==> src/rtl/seven_segment_scanner.sv <==
// -----------------------------------------------------------------------------
// seven_segment_scanner
//
// Time-multiplexes DIGITS hex nibbles onto one common-anode seven-segment
// display. Each rising edge of the slow strobe clk_div (sampled on clk) is one
// scan tick. A digit is lit for ON_TICKS ticks, optionally followed by
// BLANK_TICKS ticks with every anode off to suppress ghosting. The displayed
// value and decimal points are copied into shadow registers only when the scan
// wraps back to digit 0, so a frame never mixes old and new data.
//
// Parameters:
//   DIGITS      number of digits (>= 2); digit 0 is rightmost, q[3:0]
//   ON_TICKS    scan ticks each digit is lit (>= 1)
//   BLANK_TICKS scan ticks with all anodes off between digits (0 = none)
//
// Ports:
//   clk      in   system clock, rising edge
//   rst      in   synchronous active-high reset
//   clk_div  in   slow scan strobe; every 0->1 transition is one scan tick
//   q        in   [4*DIGITS] hex value to display
//   dp       in   [DIGITS] decimal point request per digit, active-high
//   en       in   display enable (scanning continues while disabled)
//   d        out  [4] nibble of the currently selected digit
//   a        out  [DIGITS] anode selects, active-low
//   seg      out  [7] segments {g,f,e,d,c,b,a}, active-low
//   dp_n     out  decimal point segment, active-low
//   frame    out  one-cycle pulse when a new frame has been latched
//
// Build option:
//   SEVSEG_LZB_EN  when defined, leading zero digits (idx > 0, nibble and all
//                  more-significant nibbles zero, decimal point off) stay dark.
// -----------------------------------------------------------------------------
module seven_segment_scanner #(
   parameter int DIGITS      = 4,
   parameter int ON_TICKS    = 1,
   parameter int BLANK_TICKS = 0
) (
   input  logic                  clk,
   input  logic                  rst,
   input  logic                  clk_div,
   input  logic [4*DIGITS-1:0]   q,
   input  logic [DIGITS-1:0]     dp,
   input  logic                  en,
   output logic [3:0]            d,
   output logic [DIGITS-1:0]     a,
   output logic [6:0]            seg,
   output logic                  dp_n,
   output logic                  frame
);

   localparam int IDX_W     = $clog2(DIGITS);
   localparam int BLANK_MIN = (BLANK_TICKS > 1) ? BLANK_TICKS : 1;
   localparam int CNT_MAX   = (ON_TICKS > BLANK_MIN) ? ON_TICKS : BLANK_MIN;
   localparam int CNT_W     = (CNT_MAX > 1) ? $clog2(CNT_MAX) : 1;

   localparam logic [IDX_W-1:0] IDX_LAST   = IDX_W'(DIGITS - 1);
   localparam logic [CNT_W-1:0] ON_LAST    = CNT_W'(ON_TICKS - 1);
   localparam logic [CNT_W-1:0] BLANK_LAST = CNT_W'(BLANK_MIN - 1);

   typedef enum logic {BLANK, SHOW} state_t;

   // Active-low segment pattern {g,f,e,d,c,b,a} for one hex nibble.
   function automatic logic [6:0] hex7(input logic [3:0] nib);
      logic [6:0] s;
      case (nib)
         4'h0: s = 7'h40;
         4'h1: s = 7'h79;
         4'h2: s = 7'h24;
         4'h3: s = 7'h30;
         4'h4: s = 7'h19;
         4'h5: s = 7'h12;
         4'h6: s = 7'h02;
         4'h7: s = 7'h78;
         4'h8: s = 7'h00;
         4'h9: s = 7'h10;
         4'hA: s = 7'h08;
         4'hB: s = 7'h03;
         4'hC: s = 7'h46;
         4'hD: s = 7'h21;
         4'hE: s = 7'h06;
         default: s = 7'h0E;
      endcase
      return s;
   endfunction

   logic                  clk_div_q;
   state_t                state;
   logic [IDX_W-1:0]      idx;
   logic [CNT_W-1:0]      cnt;
   logic [4*DIGITS-1:0]   q_s;
   logic [DIGITS-1:0]     dp_s;
   logic                  frame_p0;

   logic                  tick_p0;
   logic                  adv;
   logic [IDX_W-1:0]      idx_nxt;
   logic                  wrap;
   logic [3:0]            nib;
   logic                  lzb;
   logic                  lit;

   // ---- stage p0: tick detection and scan decisions ----
   assign tick_p0 = clk_div & ~clk_div_q;
   assign wrap    = (idx == IDX_LAST);
   assign idx_nxt = wrap ? '0 : idx + IDX_W'(1);
   // Moving to the next digit happens at the end of a blank gap, or at the end
   // of the lit period when there is no blank gap at all.
   assign adv     = tick_p0 &&
                    (((state == BLANK) && (cnt == BLANK_LAST)) ||
                     ((state == SHOW) && (cnt == ON_LAST) && (BLANK_TICKS == 0)));
   assign nib     = q_s[{idx, 2'b00} +: 4];

`ifdef SEVSEG_LZB_EN
   // Bit i is set when nibble i and every more-significant nibble are zero.
   function automatic logic [DIGITS-1:0] zero_above(input logic [4*DIGITS-1:0] v);
      logic [DIGITS-1:0] z;
      z[DIGITS-1] = (v[4*DIGITS-1 -: 4] == 4'd0);
      for (int i = DIGITS - 2; i >= 0; i--) begin
         z[i] = (v[4*i +: 4] == 4'd0) && z[i+1];
      end
      return z;
   endfunction

   logic [DIGITS-1:0] zero_from;
   assign zero_from = zero_above(q_s);
   assign lzb       = (idx != '0) && zero_from[idx] && !dp_s[idx];
`else
   assign lzb = 1'b0;
`endif

   assign lit = (state == SHOW) && en && !lzb;

   always_ff @(posedge clk) begin
      if (rst) begin
         clk_div_q <= 1'b1;
         state     <= BLANK;
         idx       <= IDX_LAST;
         cnt       <= '0;
         q_s       <= '0;
         dp_s      <= '0;
         frame_p0  <= 1'b0;
         a         <= '1;
         seg       <= 7'h7F;
         dp_n      <= 1'b1;
         d         <= 4'd0;
         frame     <= 1'b0;
      end else begin
         clk_div_q <= clk_div;
         frame_p0  <= 1'b0;
         if (adv) begin
            state <= SHOW;
            idx   <= idx_nxt;
            cnt   <= '0;
            if (wrap) begin
               q_s      <= q;
               dp_s     <= dp;
               frame_p0 <= 1'b1;
            end
         end else if (tick_p0) begin
            if ((state == SHOW) && (cnt == ON_LAST)) begin
               state <= BLANK;
               cnt   <= '0;
            end else begin
               cnt <= cnt + CNT_W'(1);
            end
         end

         // ---- stage p1: registered pin drivers from the updated scan state ----
         d     <= nib;
         frame <= frame_p0;
         if (lit) begin
            a    <= ~(DIGITS'(1) << idx);
            seg  <= hex7(nib);
            dp_n <= ~dp_s[idx];
         end else begin
            a    <= '1;
            seg  <= 7'h7F;
            dp_n <= 1'b1;
         end
      end
   end

endmodule

==> config.mk <==
export PLATFORM = sky130hd
export DESIGN_NAME = seven_segment_scanner
export DESIGN_NICKNAME = d
export VERILOG_FILES = /design/src/rtl/seven_segment_scanner.sv
export SDC_FILE = /design/constraint.sdc
export NUM_CORES = 1
export LEC_CHECK = 0
export CAP_MARGIN = 20
export CELL_PAD_IN_SITES_DETAIL_PLACEMENT = 0
export CELL_PAD_IN_SITES_GLOBAL_PLACEMENT = 2
export CORE_ASPECT_RATIO = 0.8
export CORE_MARGIN = 1
export CORE_UTILIZATION = 33
export CTS_BUF_LIST = sky130_fd_sc_hd__clkbuf_2
export CTS_CLUSTER_SIZE = 14
export DETAILED_ROUTE_END_ITERATION = 16
export PLACE_DENSITY_LB_ADDON = 0.3
export SLEW_MARGIN = 20
export SYNTH_ARGS = -nofsm -noshare
export SYNTH_HDL_FRONTEND = slang
export SYNTH_SLANG_ARGS = --single-unit
export TNS_END_PERCENT = 20
==> constraint.sdc <==
create_clock -name clk -period 4.19 [get_ports clk]
set_input_delay 0.838 -clock clk [delete_from_list [all_inputs] [get_ports clk]]
set_output_delay 0.838 -clock clk [all_outputs]
set_load 0.01 [all_outputs]
### Word level (Yosys, flattened, before mapping)

Memories as Yosys holds them, arrays and structs flattened. A register that Yosys moved wholly into a read port is not among the register bits.
Cells that the tools add are included.

| operators by class | value |
|---|---|
| add/sub/neg operators | 2 |
| reduce and logical (&&, ||, !) cells | 12 |
| mux-type cells | 8 |
| $lt $le $gt $ge | 1 |
| equal/unequal tests | 1 |
| shift-type cells | 2 |
| bitwise logic cells | 8 |

Operator list:

| kind | count |
|---|---|
| $shiftx 16x5->4 | 1 |
| $mux 1 | 6 |
| $not 1->1 | 6 |
| $reduce_or 2->1 | 3 |
| $logic_and 1x1->1 | 4 |
| $not 4->4 | 1 |
| $reduce_and 2->1 | 2 |
| $reduce_bool 2->1 | 2 |
| $shl 1x2->4 const A | 1 |
| $lt 2x3->1 const B | 1 |
| $add 2x1->2 const B | 1 |
| $bmux 1 s2 | 1 |
| $eq 2x2->1 const B | 1 |
| $mux 2 | 1 |
| $add 1x1->1 const B | 1 |
| $and 1x1->1 | 1 |
| $logic_or 1x1->1 | 1 |

| word-level totals | value |
|---|---|
| flip-flop bits (word level) | 36 |
| logic and storage cells | 46 |
| memories kept | 1 |
| memory bits (read-only) | 112 |
| input bits | 24 |

Memories:

| memory | depth | bits a word | read ports | clocked after Yosys merged registers in | write ports | line | source |
|---|---|---|---|---|---|---|---|
| (no name shown) | 16 | 7 | 1 | 1 | 0 | 65 | `case (nib)` |

### Depth between registers and ports, before layout

Gate-level depths: netlist of run 1.

| depth | value |
|---|---|
| word-level depth | 6 |
| depth in mapped cells | 8 |
| mapped depth without buffers | 7 |

### Least setup slack after synthesis of run 1

OpenSTA, ideal clock, no wires.

| timing path | value |
|---|---|
| path kind | register to register |
| from | register idx[0] |
| to | register seg[3] |
| arrival time | 1.937 ns |
| slack | 2.124 ns |
| buffers on the path | 1 |
| cell stages (with the launch flop) | 7 |
| clock period less this slack | 2.066 ns |
| cells stage by stage | dfxtp_1 -> buf_6 -> mux4_2 -> ha_1 -> or2_0 -> a2111oi_2 -> a31oi_1 |

| on the way | value |
|---|---|
| word-level cells in the longest chain between the ends | 1 |

Ends and longest elaborated chain:

| what | line | source |
|---|---|---|
| from (decl) | 88 | `logic [IDX_W-1:0] idx;` |
| from (signal assigned) | 152 | `idx <= idx_nxt;` |
| $shiftx 16x5->4 | 111 | `assign nib = q_s[{idx, 2'b00} +: 4];` |
| named net nib[0] | 98 | `logic [3:0] nib;` |
| to (decl) | 46 | `output logic [6:0] seg,` |

The timed path passes the listed nets, and every way through them passes these cells.
A chain may end at the register's enable or synchronous reset.

### Worst setup path after layout of run 1

| timing path | value |
|---|---|
| from | input port clk_div |
| to | register q_s[6] |

| on the way | value |
|---|---|
| word-level cells in the longest chain between the ends | 3 |

Ends and longest elaborated chain:

| what | line | source |
|---|---|---|
| from (decl) | 40 | `input logic clk_div,` |
| $and 1x1->1 | 103 | `assign tick_p0 = clk_div & ~clk_div_q;` |
| $logic_and 1x1->1 | 108 | `assign adv = tick_p0 &&` |
| $reduce_and 2->1 (no source line) | - |  |
| to (signal assigned) | 155 | `q_s <= q;` |
| to (decl) | 90 | `logic [4*DIGITS-1:0] q_s;` |

No other way between the ends.

==> results of run 1 <==
[power by group]
group          leakage, nW  internal (mW)  switching, mW  total (mW)
sequential           0.349          0.421        0.00792       0.429
combinational        0.413         0.0410         0.0341      0.0751
clock               0.0262         0.0355          0.123       0.158
total                0.788          0.497          0.165       0.662
[worst max-delay path by stage]
stage,from,endpoint,slack (ns),cells after the start
4_1_cts,clk_div,q_s[6]$_SDFFE_PP0P_,1.61,5
2_1_floorplan,idx[0]$_SDFFE_PP1P_,seg[3]$_SDFF_PP1_,2.12,6
6_report,clk_div,q_s[6]$_SDFFE_PP0P_,1.60,5
5_1_grt,clk_div,q_s[13]$_SDFFE_PP0P_,1.45,5
3_3_place_gp,clk_div,q_s[6]$_SDFFE_PP0P_,1.27,5
3_5_place_dp,clk_div,q_s[6]$_SDFFE_PP0P_,1.20,5
[metrics by stage]
step / hold WS (ns) / cell area (um^2) / total power, mW
after global routing: 0.4866 / 2182 / 0.7013
after detailed placement: 0.4284 / 2148 / 0.5126
after global placement: 0.4209 / 2148 / 0.5112
after CTS: 0.4638 / 2182 / 0.6732
after floorplan: 0.4138 / 1717 / 0.4764
final: 0.4636 / 2182 / 0.6619
[state kept, by name, summed over array words and instances, names as in the netlist]
signal and cells:
cnt 1, seg 7, d 4, dp_n 1, state 1, frame_p0 1
frame 1, q_s 16, dp_s 4, a 4, idx 2, clk_div_q 1
[per-layer routing]
| metal | vias to the layer above | share of wire, % | GRT usage [%] |
|---|---|---|---|
| met5 | - | 0 | 0 |
| met4 | 0 | 0.87 | 5.172 |
| met3 | 5 | 4.3 | 4.384 |
| met2 | 26 | 48 | 24.69 |
| met1 | 609 | 47 | 18.72 |
| li1 | 688 | - | - |
[synthesized netlist by cell type, types with 2 or more instances]
cell type and instances:
sky130_fd_sc_hd__dfxtp_1 43, sky130_fd_sc_hd__a211o_1 2, sky130_fd_sc_hd__clkbuf_1 6, sky130_fd_sc_hd__o221ai_1 4
sky130_fd_sc_hd__nand3_1 2, sky130_fd_sc_hd__mux4_2 5, sky130_fd_sc_hd__buf_2 4, sky130_fd_sc_hd__ha_1 10
sky130_fd_sc_hd__nor2b_1 4, sky130_fd_sc_hd__a21oi_1 24, sky130_fd_sc_hd__nor3b_1 2, sky130_fd_sc_hd__nand2_1 50
sky130_fd_sc_hd__nor2_1 12, sky130_fd_sc_hd__inv_1 6
[cell type report]
| cell class | instances | area share [%] |
|---|---|---|
| Clock buffer | 5 | 1.147 |
| Timing Repair Buffer | 41 | 18.69 |
| Multi-Input combinational cell | 126 | 35.72 |
| Inverter | 6 | 1.032 |
| Sequential cell | 43 | 39.45 |
| Tap cell | 62 | 3.555 |
| Clock inverter | 2 | 0.4014 |
[worst max-delay path, cell delays in order]
cell and delay [ns]:
sky130_fd_sc_hd__clkdlybuf4s50_1 0.48, sky130_fd_sc_hd__nor3b_1 0.59, sky130_fd_sc_hd__and2_1 0.68, sky130_fd_sc_hd__nand2_1 0.15
sky130_fd_sc_hd__a21oi_1 0.15
[logic make-up (layout without fill, tap and decap cells)]
logic type      Yosys count  count (layout)  share of synthesized area [%]
simple gates             75              75                          18.44
flops                    43              43                          50.15
compound gates           35              35                          12.54
buf+inv                  17              54                          4.446
fa+ha+maj                10              10                          7.289
mux                       6               6                          7.143
==> impl_metrics.py, run 1 <==
metrics = {
    "finish": {
        "num-fill-cells": 532,
        "drive_gt1_share_pct": 6.726,
        "multi_input_area_um2": 779.5,
        "most_common_cell_after_layout_fill_and_taps_aside": "sky130_fd_sc_hd__nand2_1",
        "antenna_cells": 0,
        "finalNonFillerCells": 285,
        "mostFrequentLayoutCells": "sky130_fd_sc_hd__nand2_1 (50), sky130_fd_sc_hd__dfxtp_1 (43), sky130_fd_sc_hd__clkdlybuf4s50_1 (40)",
        "area.sequential_um2": 860.8,
        "flow.area_growth_from_synthesis_pct": 27.11,
        "nets": 257,
        "layout.core_utilization_pct": 43.58,
    },
    "timing": {
        "final_hold_viol_count": 0,
        "total_count_of_max_transition_violations_in_the_final_report": 0,
        "slew_headroom_pct": 49.42,
        "layout_setup_ws_ns": 1.603,
        "setup_viol": 0,
        "achievable-frequency_mhz": 386.5,
        "fin_worst_skew_ns": 0.01722,
        "timing_worst_slew_pin_value_ns": 0.7560,
        "grt_setup_unrepaired": "false",
        "fin_crit_sh_pct": 61.75,
        "tns_ns": 0,
        "final_critical_path_required_period_ns": 2.587,
    },
    "power": {
        "worst_ir_drop_vdd_uv": 135.7,
        "p_leak_nw": 0.7884,
        "p_per_area_nw_per_um2": 303.3,
    },
    "detailed_routing": {
        "via_count": 1328,
        "drt-wirelength-per-cell_um": 12.44,
        "drt_wl_total_mm": 3.546,
        "dr.first_iter.drc_count": 43,
        "ant_nets": 0,
        "drc_errors": 0,
        "first_pass_iters": 4,
        "via_per_inst": 4.660,
    },
    "global_route": {
        "grt_remaining_overflow": 0,
        "via_count_of_the_first_global_routing_pass": 1360,
        "grt_util_all_layers_pct": 15.04,
        "grt_pass1_wl_mm": 6.092,
        "number_of_antenna_violations_at_the_first_check_in_global_routing": 0,
        "grt_max_degree": 34,
    },
    "placed_design": {
        "place.gp.congestion": 0.7784,
        "dp.final_hpwl_mm": 2.504,
        "placement.setup.worst_slack_ns": 1.200,
        "buffer_ports.inserted": 40,
        "numPlacedInstances": 278,
    },
    "run_status": {
        "status": "completed",
    },
    "clock_tree": {
        "post_cts_buffers": 0,
        "worst_skew_pair.late_latency_ns": 0.38,
        "cts_inserted_buffers": 5,
        "root_buffer": "sky130_fd_sc_hd__clkbuf_2",
        "htree_num_levels": 2,
        "clock_path_buffers": 2,
        "cts_tree": "done",
        "cts.clk_slew.worst_paths_ns": 0.20,
        "cts.repair.resized": 0,
        "postCtsHoldBufs": 0,
        "clock_sinks": 43,
    },
    "floorplan": {
        "die_x_extent_um": 82.64,
        "die_height_um": 66.51,
        "top_level_pins": 41,
        "design.core.area_um2": 5007,
        "die_area_um2": 5496,
        "total_number_of_placement_rows": 23,
        "floorplan.initialDensity_pct": 34.28,
    },
    "hold_path": {
        "worst_hold_path.endpoint": "frame$_SDFF_PP0_",
        "worst_hold_path_type": "flip-flop to flip-flop",
        "hold_path_depth": 1,
        "hold_path_startpoint": "frame_p0$_SDFF_PP0_",
    },
    "yosys": {
        "synth-seq-cells": 43,
        "syn_area_per_cell_um2": 9.229,
        "ys_async_sr_fraction_pct": 0,
        "synth.cell_area_um2": 1717,
        "area_share_of_the_leading_cell_type_in_the_synthesized_netlist_pct": 50.15,
        "seq_area_frac_synth_pct": 50.15,
        "synth.distinct_cells": 26,
        "synth_area_leader_cell": "sky130_fd_sc_hd__dfxtp_1",
        "synthFlopType": "sky130_fd_sc_hd__dfxtp_1",
        "synth.yosys.warnings": 0,
        "post_synth_inst_count": 186,
        "synthesis.nets": 220,
        "synth_edf_count": 0,
        "yosys-top-cells-area": "sky130_fd_sc_hd__dfxtp_1 (50%), sky130_fd_sc_hd__nand2_1 (11%), sky130_fd_sc_hd__ha_1 (7.3%)",
    },
    "flow_run": {
        "maxCapViolations": 0,
    },
    "critical_path": {
        "r2r_path_end": "seg[3]$_SDFF_PP1_",
        "critical_path_required_ns": 4.50,
        "critical_path.max_fanout": 20,
        "crit_type": "input pin to flip-flop",
        "crit_path_dat_ns": 2.90,
        "timing.rr.start": "idx[0]$_SDFFE_PP1P_",
        "slack_of_the_worst_reg_to_reg_path_ns": 1.69,
        "ff2ff_path_depth": 5,
        "endpoint_kind": "flip-flop",
        "startpoint_kind_of_the_worst_setup_timing_path": "input pin",
    },
}
Note: power is estimated with default switching activity, not from simulation.
==> run 2: changes to the inputs <==
--- a/config.mk
+++ b/config.mk
@@ -10,7 +10,7 @@
 export CELL_PAD_IN_SITES_GLOBAL_PLACEMENT = 2
 export CORE_ASPECT_RATIO = 0.8
 export CORE_MARGIN = 1
-export CORE_UTILIZATION = 33
+export CORE_UTILIZATION = 27
 export CTS_BUF_LIST = sky130_fd_sc_hd__clkbuf_2
 export CTS_CLUSTER_SIZE = 14
 export DETAILED_ROUTE_END_ITERATION = 16
==> constraint.sdc (replaced) <==
create_clock -name clk -period 2.1 [get_ports clk]
set_input_delay 0.42 -clock clk [delete_from_list [all_inputs] [get_ports clk]]
set_output_delay 0.42 -clock clk [all_outputs]
set_load 0.01 [all_outputs]
==> impl_metrics.py, run 2 (synthesis gave the netlist of run 1 again) <==
metrics = {
    "placed_design": {
        "dp.final_hpwl_mm": 2.720,
        "place.gp.congestion": 0.7500,
        "buffer_ports.inserted": 40,
    },
    "timing": {
        "final_hold_viol_count": 0,
        "fin_worst_hold_slack_ns": 0.4612,
        "total_count_of_max_transition_violations_in_the_final_report": 0,
        "setup_viol": 0,
        "fin_crit_sh_pct": 94.31,
        "timing_worst_slew_pin_value_ns": 0.3120,
        "final_critical_path_required_period_ns": 1.980,
        "fin_worst_skew_ns": 0.01365,
        "slew_headroom_pct": 79.15,
        "achievable-frequency_mhz": 504.9,
    },
    "detailed_routing": {
        "dr.first_iter.drc_count": 18,
        "ant_nets": 0,
        "drt-wirelength-per-cell_um": 11.28,
        "drt_wl_total_mm": 3.610,
        "via_count": 1394,
        "via_per_inst": 4.356,
        "drc_errors": 0,
        "first_pass_iters": 4,
    },
    "global_route": {
        "globalRoute.busiestLayer": "met2",
        "grt_util_all_layers_pct": 11.61,
        "met2_use_gr_pct": 19.87,
        "number_of_antenna_violations_at_the_first_check_in_global_routing": 0,
        "grt_max_degree": 25,
        "grt_pass1_wl_mm": 5.906,
        "globalRouteMet3Util_pct": 3.416,
        "grt_remaining_overflow": 0,
        "via_count_of_the_first_global_routing_pass": 1331,
        "grt.met1_usage_pct": 13.67,
    },
    "critical_path": {
        "critical_path_required_ns": 2.38,
        "cell_repeated_most_along_the_worst_path": "sky130_fd_sc_hd__buf_4",
        "r2r_path_end": "seg[3]$_SDFF_PP1_",
        "critical_path.cell_chain": "buf_4, mux4_2, buf_4, inv_1, ha_1, nand2_1, a2111oi_2, a31oi_1",
        "endpoint_kind": "flip-flop",
        "critical_path.max_fanout": 5,
        "startpoint_kind_of_the_worst_setup_timing_path": "flip-flop",
        "ff2ff_path_depth": 8,
        "crit_type": "flip-flop to flip-flop",
        "worst_path_cell_with_the_longest_stage_delay": "sky130_fd_sc_hd__mux4_2",
        "timing.rr.start": "idx[0]$_SDFFE_PP1P_",
        "crit_path_dat_ns": 2.26,
        "slack_of_the_worst_reg_to_reg_path_ns": 0.12,
        "worst_path_largest_cell_delay_ns": 0.49,
    },
    "run_status": {
        "status": "completed",
    },
    "hold_path": {
        "worst_hold_path.endpoint": "frame$_SDFF_PP0_",
        "worst_hold_path_type": "flip-flop to flip-flop",
        "hold_path_depth": 1,
        "hold_path_startpoint": "frame_p0$_SDFF_PP0_",
    },
    "clock_tree": {
        "cts.clk_slew.worst_paths_ns": 0.21,
        "clock_path_buffers": 2,
        "cts_inserted_buffers": 5,
        "root_buffer": "sky130_fd_sc_hd__clkbuf_2",
        "cts_tree": "done",
        "htree_num_levels": 2,
        "worst_skew_pair.late_latency_ns": 0.39,
        "clock_sinks": 43,
        "postCtsHoldBufs": 0,
    },
    "finish": {
        "area.sequential_um2": 864.6,
        "multi_input_area_um2": 779.5,
        "most_common_cell_after_layout_fill_and_taps_aside": "sky130_fd_sc_hd__nand2_1",
        "drive_gt1_share_pct": 13.39,
        "largest_reg_flops": 16,
        "num-fill-cells": 627,
        "registers.top_by_ff_count": "q_s",
        "layout_top_registers": "q_s x16, seg x7",
        "mostFrequentLayoutCells": "sky130_fd_sc_hd__nand2_1 (50), sky130_fd_sc_hd__dfxtp_1 (42), sky130_fd_sc_hd__clkdlybuf4s50_1 (40)",
        "layout.core_utilization_pct": 38.94,
        "flow.area_growth_from_synthesis_pct": 36.22,
        "antenna_cells": 0,
        "nets": 272,
    },
    "floorplan": {
        "floorplan.initialDensity_pct": 28.58,
        "total_number_of_placement_rows": 25,
        "die_height_um": 73.32,
        "top_level_pins": 41,
        "design.core.area_um2": 6006,
        "die_area_um2": 6683,
        "die_x_extent_um": 91.15,
    },
    "power": {
        "p_leak_nw": 0.8670,
        "worst_ir_drop_vdd_uv": 222.7,
        "design_power_total_mw": 1.359,
        "p_per_area_nw_per_um2": 581.2,
    },
    "flow_run": {
        "maxCapViolations": 0,
    },
}
## run 2: cell types whose count changed in the layout (fill, tap and decap cells not counted)
cell / previous run / this run
sky130_fd_sc_hd__inv_2: 0 / 1
sky130_fd_sc_hd__buf_12: 0 / 1
sky130_fd_sc_hd__buf_4: 1 / 15
sky130_fd_sc_hd__inv_1: 6 / 5
sky130_fd_sc_hd__clkbuf_2: 5 / 6
sky130_fd_sc_hd__clkinv_1: 1 / 2
sky130_fd_sc_hd__dfxtp_1: 43 / 42
sky130_fd_sc_hd__clkinv_2: 1 / 0
sky130_fd_sc_hd__dfxtp_4: 0 / 1
## run 2: repair_timing
item,in CTS,in global routing
setup buffers,0,2
gates resized for setup,0,3
hold endpoints to repair,0,0
endpoints found under the setup margin,0,3
## run 2: area by class of cell
class                      instances  share of cell area (%)
clock inverter                     2                  0.3210
timing repair buffer              56                   22.79
sequential                        43                   36.97
multi-input combinational        126                   33.33
clock buffer                       6                   1.284
inverter                           6                  0.9631
tap                               81                   4.334
## run 2: worst max-delay path: cells and delay by family (launching register included)
kind | cells | cell delay, ns
and+or+nand+nor | 1 | 0.06
DFF | 1 | 0.40
adders and majority gates | 1 | 0.15
buffers and inverters | 3 | 0.34
AOI/OAI and AO/OA | 2 | 0.42
muxes | 1 | 0.49
## run 2: worst max-delay path by stage
stage / startpoint / to / slack [ns]
2_1_floorplan: idx[0]$_SDFFE_PP1P_ / seg[3]$_SDFF_PP1_ / 0.03
3_3_place_gp: idx[0]$_SDFFE_PP1P_ / seg[3]$_SDFF_PP1_ / 0.15
3_5_place_dp: idx[0]$_SDFFE_PP1P_ / seg[3]$_SDFF_PP1_ / 0.07
4_1_cts: idx[0]$_SDFFE_PP1P_ / seg[3]$_SDFF_PP1_ / 0.04
5_1_grt: idx[0]$_SDFFE_PP1P_ / seg[3]$_SDFF_PP1_ / -0.002
6_report: idx[0]$_SDFFE_PP1P_ / seg[3]$_SDFF_PP1_ / 0.12
## run 2: routing by layer
| metal | share of wire, % | wire (um) | vias up |
|---|---|---|---|
| li1 | - | - | 725 |
| met5 | 0 | 0 | - |
| met3 | 4.9 | 177 | 7 |
| met1 | 48 | 1732 | 622 |
| met2 | 46 | 1652 | 40 |
| met4 | 1.3 | 48 | 0 |
## run 2: stage by stage
step | area (um^2) | setup TNS (ns) | worst slack [ns] | cells
after floorplan | 1717 | 0 | 0.03412 | 186
after global placement | 2282 | 0 | 0.1504 | 310
after detailed placement | 2282 | 0 | 0.07193 | 310
after CTS | 2320 | 0 | 0.03695 | 318
after global routing | 2338 | -0.002333 | -0.002333 | 320
final | 2338 | 0 | 0.1196 | 320
## run 2: where the power goes
group	total (mW)	switching [mW]	internal (mW)
clock	0.335	0.255	0.0803
sequential	0.850	0.0114	0.839
combinational	0.174	0.0754	0.0981
total	1.36	0.342	1.02
==> run 3: changes to the inputs <==
--- a/config.mk
+++ b/config.mk
@@ -5,16 +5,19 @@
 export SDC_FILE = /design/constraint.sdc
 export NUM_CORES = 1
 export LEC_CHECK = 0
+export ABC_AREA = 1
 export CAP_MARGIN = 20
 export CELL_PAD_IN_SITES_DETAIL_PLACEMENT = 0
 export CELL_PAD_IN_SITES_GLOBAL_PLACEMENT = 2
 export CORE_ASPECT_RATIO = 0.8
 export CORE_MARGIN = 1
-export CORE_UTILIZATION = 27
+export CORE_UTILIZATION = 26
 export CTS_BUF_LIST = sky130_fd_sc_hd__clkbuf_2
 export CTS_CLUSTER_SIZE = 14
 export DETAILED_ROUTE_END_ITERATION = 16
 export PLACE_DENSITY_LB_ADDON = 0.3
+export RECOVER_POWER = 50
+export SETUP_SLACK_MARGIN = 0.4
 export SLEW_MARGIN = 20
 export SYNTH_ARGS = -nofsm -noshare
 export SYNTH_HDL_FRONTEND = slang
==> impl_metrics.py, run 3 <==
metrics = {
    "clock_tree": {
        "cts_tree": "done",
        "cts.clk_slew.worst_paths_ns": 0.21,
        "clock_path_buffers": 2,
        "worst_skew_pair.late_latency_ns": 0.41,
        "root_buffer": "sky130_fd_sc_hd__clkbuf_2",
        "post_cts_buffers": 0,
        "htree_num_levels": 2,
        "clock_sinks": 43,
        "postCtsHoldBufs": 0,
        "cts_inserted_buffers": 5,
    },
    "timing": {
        "setup_viol": 0,
        "timing_worst_slew_pin_value_ns": 0.8464,
        "fin_worst_hold_slack_ns": 0.4260,
        "tns_ns": 0,
        "achievable-frequency_mhz": 582.7,
        "grt_setup_unrepaired": "true",
        "total_count_of_max_transition_violations_in_the_final_report": 0,
        "slew_headroom_pct": 43.58,
        "final_critical_path_required_period_ns": 1.716,
        "fin_worst_skew_ns": 0.009543,
        "fin_crit_sh_pct": 81.72,
        "final_hold_viol_count": 0,
    },
    "power": {
        "switching_power_mw": 0.4244,
        "seq_power_share_pct": 59.5,
        "clock_power_share_pct": 23.0,
        "comb_power_share_pct": 17.5,
        "p_per_area_nw_per_um2": 625.3,
        "power.internal_mw": 1.035,
        "p_leak_nw": 0.9678,
        "worst_ir_drop_vdd_uv": 178.2,
        "switching_share_pct": 29.07,
    },
    "detailed_routing": {
        "first_pass_iters": 4,
        "drt_wl_total_mm": 4.109,
        "via_count": 1568,
        "drt-wirelength-per-cell_um": 11.29,
        "ant_nets": 0,
        "dr.first_iter.drc_count": 63,
        "drc_errors": 0,
        "via_per_inst": 4.308,
    },
    "critical_path": {
        "worst_path_largest_cell_delay_ns": 0.55,
        "worst_path_cell_with_the_longest_stage_delay": "sky130_fd_sc_hd__dlygate4sd3_1",
        "crit_type": "input pin to flip-flop",
        "cpLargestDelayFamily": "buffers and inverters",
        "cell_repeated_most_along_the_worst_path": "sky130_fd_sc_hd__clkbuf_1",
        "cp_num_buf_inv": 3,
        "critical_path.cell_chain": "dlygate4sd3_1, clkbuf_1, nor2_1, clkbuf_1, nand3_1",
        "critical_path_required_ns": 2.39,
        "critical_path.max_fanout": 12,
        "startpoint_kind_of_the_worst_setup_timing_path": "input pin",
        "endpoint_kind": "flip-flop",
        "crit_path_dat_ns": 2.01,
    },
    "finish": {
        "most_common_cell_after_layout_fill_and_taps_aside": "sky130_fd_sc_hd__nand2_1",
        "layout_top_registers": "q_s x16, seg x7",
        "post-route-cell-area_um2": 2335,
        "nets": 314,
        "num-fill-cells": 728,
        "finalNonFillerCells": 364,
        "layout.core_utilization_pct": 35.53,
        "antenna_cells": 0,
        "multi_input_area_um2": 840.8,
        "flow.area_growth_from_synthesis_pct": 28.34,
        "drive_gt1_share_pct": 8.929,
        "mostFrequentLayoutCells": "sky130_fd_sc_hd__nand2_1 (48), sky130_fd_sc_hd__nor2_1 (46), sky130_fd_sc_hd__dfxtp_1 (40)",
        "largest_reg_flops": 16,
        "registers.top_by_ff_count": "q_s",
        "area.sequential_um2": 864.6,
    },
    "global_route": {
        "grt_util_all_layers_pct": 12.66,
        "grt_pass1_wl_mm": 7.024,
        "grt_remaining_overflow": 0,
        "via_count_of_the_first_global_routing_pass": 1457,
        "grt_max_degree": 25,
        "number_of_antenna_violations_at_the_first_check_in_global_routing": 0,
    },
    "floorplan": {
        "floorplan.initialDensity_pct": 27.68,
        "die_x_extent_um": 95.52,
        "die_height_um": 76.82,
        "die_area_um2": 7338,
        "total_number_of_placement_rows": 26,
        "design.core.area_um2": 6571,
        "top_level_pins": 41,
    },
    "yosys": {
        "synth.cell_area_um2": 1819,
        "yosys.cell_count.top_type": "sky130_fd_sc_hd__nand2_1",
        "synth.distinct_cells": 20,
        "synthesis.nets": 270,
        "synthFlopType": "sky130_fd_sc_hd__dfxtp_1",
        "seq_area_frac_synth_pct": 47.32,
        "area_share_of_the_leading_cell_type_in_the_synthesized_netlist_pct": 47.32,
        "ys_async_sr_fraction_pct": 0,
        "synth_commonest_cells": "sky130_fd_sc_hd__nand2_1 (47), sky130_fd_sc_hd__nor2_1 (46), sky130_fd_sc_hd__dfxtp_1 (43), sky130_fd_sc_hd__nand3_1 (27), sky130_fd_sc_hd__o21ai_0 (24)",
        "synth-seq-cells": 43,
        "post_synth_inst_count": 236,
        "synth_area_leader_cell": "sky130_fd_sc_hd__dfxtp_1",
        "synth.yosys.warnings": 0,
        "synth_edf_count": 0,
        "yosys-top-cells-area": "sky130_fd_sc_hd__dfxtp_1 (47%), sky130_fd_sc_hd__nand2_1 (9.7%), sky130_fd_sc_hd__nor2_1 (9.5%)",
        "syn_area_per_cell_um2": 7.709,
    },
    "placed_design": {
        "dp.final_hpwl_mm": 3.025,
        "buffer_ports.inserted": 40,
        "place_area_um2": 2311,
        "place.gp.congestion": 0.7978,
        "numPlacedInstances": 357,
    },
    "flow_run": {
        "maxCapViolations": 0,
    },
    "hold_path": {
        "worst_hold_path_type": "flip-flop to flip-flop",
    },
    "run_status": {
        "status": "completed",
    },
}
## run 3: cell types whose count changed after synthesis, sizes merged, moves of 5 or more
cell	delta
o21ai	+23
a21oi	-22
nor2	+35
mux4	-5
nand3	+28
inv	+7
## run 3: power by group through the flow
stage	logic [mW]	registers [mW]	clock network (mW)
floorplan	0.163	0.886	0
global placement	0.266	0.886	0
detailed placement	0.264	0.885	0
CTS	0.266	0.869	0.354
global route	0.293	0.874	0.404
finish	0.255	0.869	0.336
## run 3: routing by layer
| metal | vias up | track usage [%] | share of wire (%) |
|---|---|---|---|
| met1 | 694 | 16.84 | 51 |
| met5 | - | 0 | 0 |
| met3 | 5 | 3.869 | 3.7 |
| li1 | 841 | - | - |
| met2 | 28 | 18.93 | 44 |
| met4 | 0 | 4.925 | 1.2 |
## run 3: repair_timing
action	4_1_cts	5_1_grt
setup endpoints to repair	22	40
resized for setup	5	11
gates cloned	0	0
## run 3: area by class of cell
| class | count | area share, % |
|---|---|---|
| clock buffers | 5 | 1.072 |
| multi-input cells | 170 | 36.01 |
| repair buffers | 47 | 18.92 |
| inverters | 13 | 2.090 |
| flip-flops and latches | 43 | 37.03 |
| well taps | 84 | 4.502 |
| clock inverters | 2 | 0.3751 |
## run 3: per-stage QoR
step | setup WS (ns) | power (mW)
final | 0.3840 | 1.460
after global routing | 0.2339 | 1.571
after CTS | 0.3561 | 1.489
after detailed placement | 0.2006 | 1.149
after global placement | 0.2462 | 1.151
after floorplan | 0.5578 | 1.049
## run 3: path summary, 6_finish.rpt
check | startpoint | end | slack [ns] | depth (start not counted)
worst min register to register | frame_p0$_SDFF_PP0_ | frame$_SDFF_PP0_ | 0.43 | 2
worst min-delay path | frame_p0$_SDFF_PP0_ | frame$_SDFF_PP0_ | 0.43 | 2
worst max register to register | idx[0]$_SDFFE_PP1P_ | seg[6]$_SDFF_PP1_ | 0.39 | 10
worst max-delay path | rst | seg[4]$_SDFF_PP1_ | 0.38 | 5
## run 3: logic make-up (layout without fill, tap and decap cells)
family          after synthesis  in the layout  share of synthesized area (%)
fa+ha+maj                    10             10                          6.878
compound gates               27             27                          7.497
buf+inv                      23             67                          6.327
flops                        43             43                          47.32
simple gates                133            133                          31.98
## run 3: tightest hold or removal path, stage by stage, from the launching register on
cell,delay (ns)
sky130_fd_sc_hd__dfxtp_1,0.34
sky130_fd_sc_hd__inv_1,0.04
sky130_fd_sc_hd__nor2_1,0.04
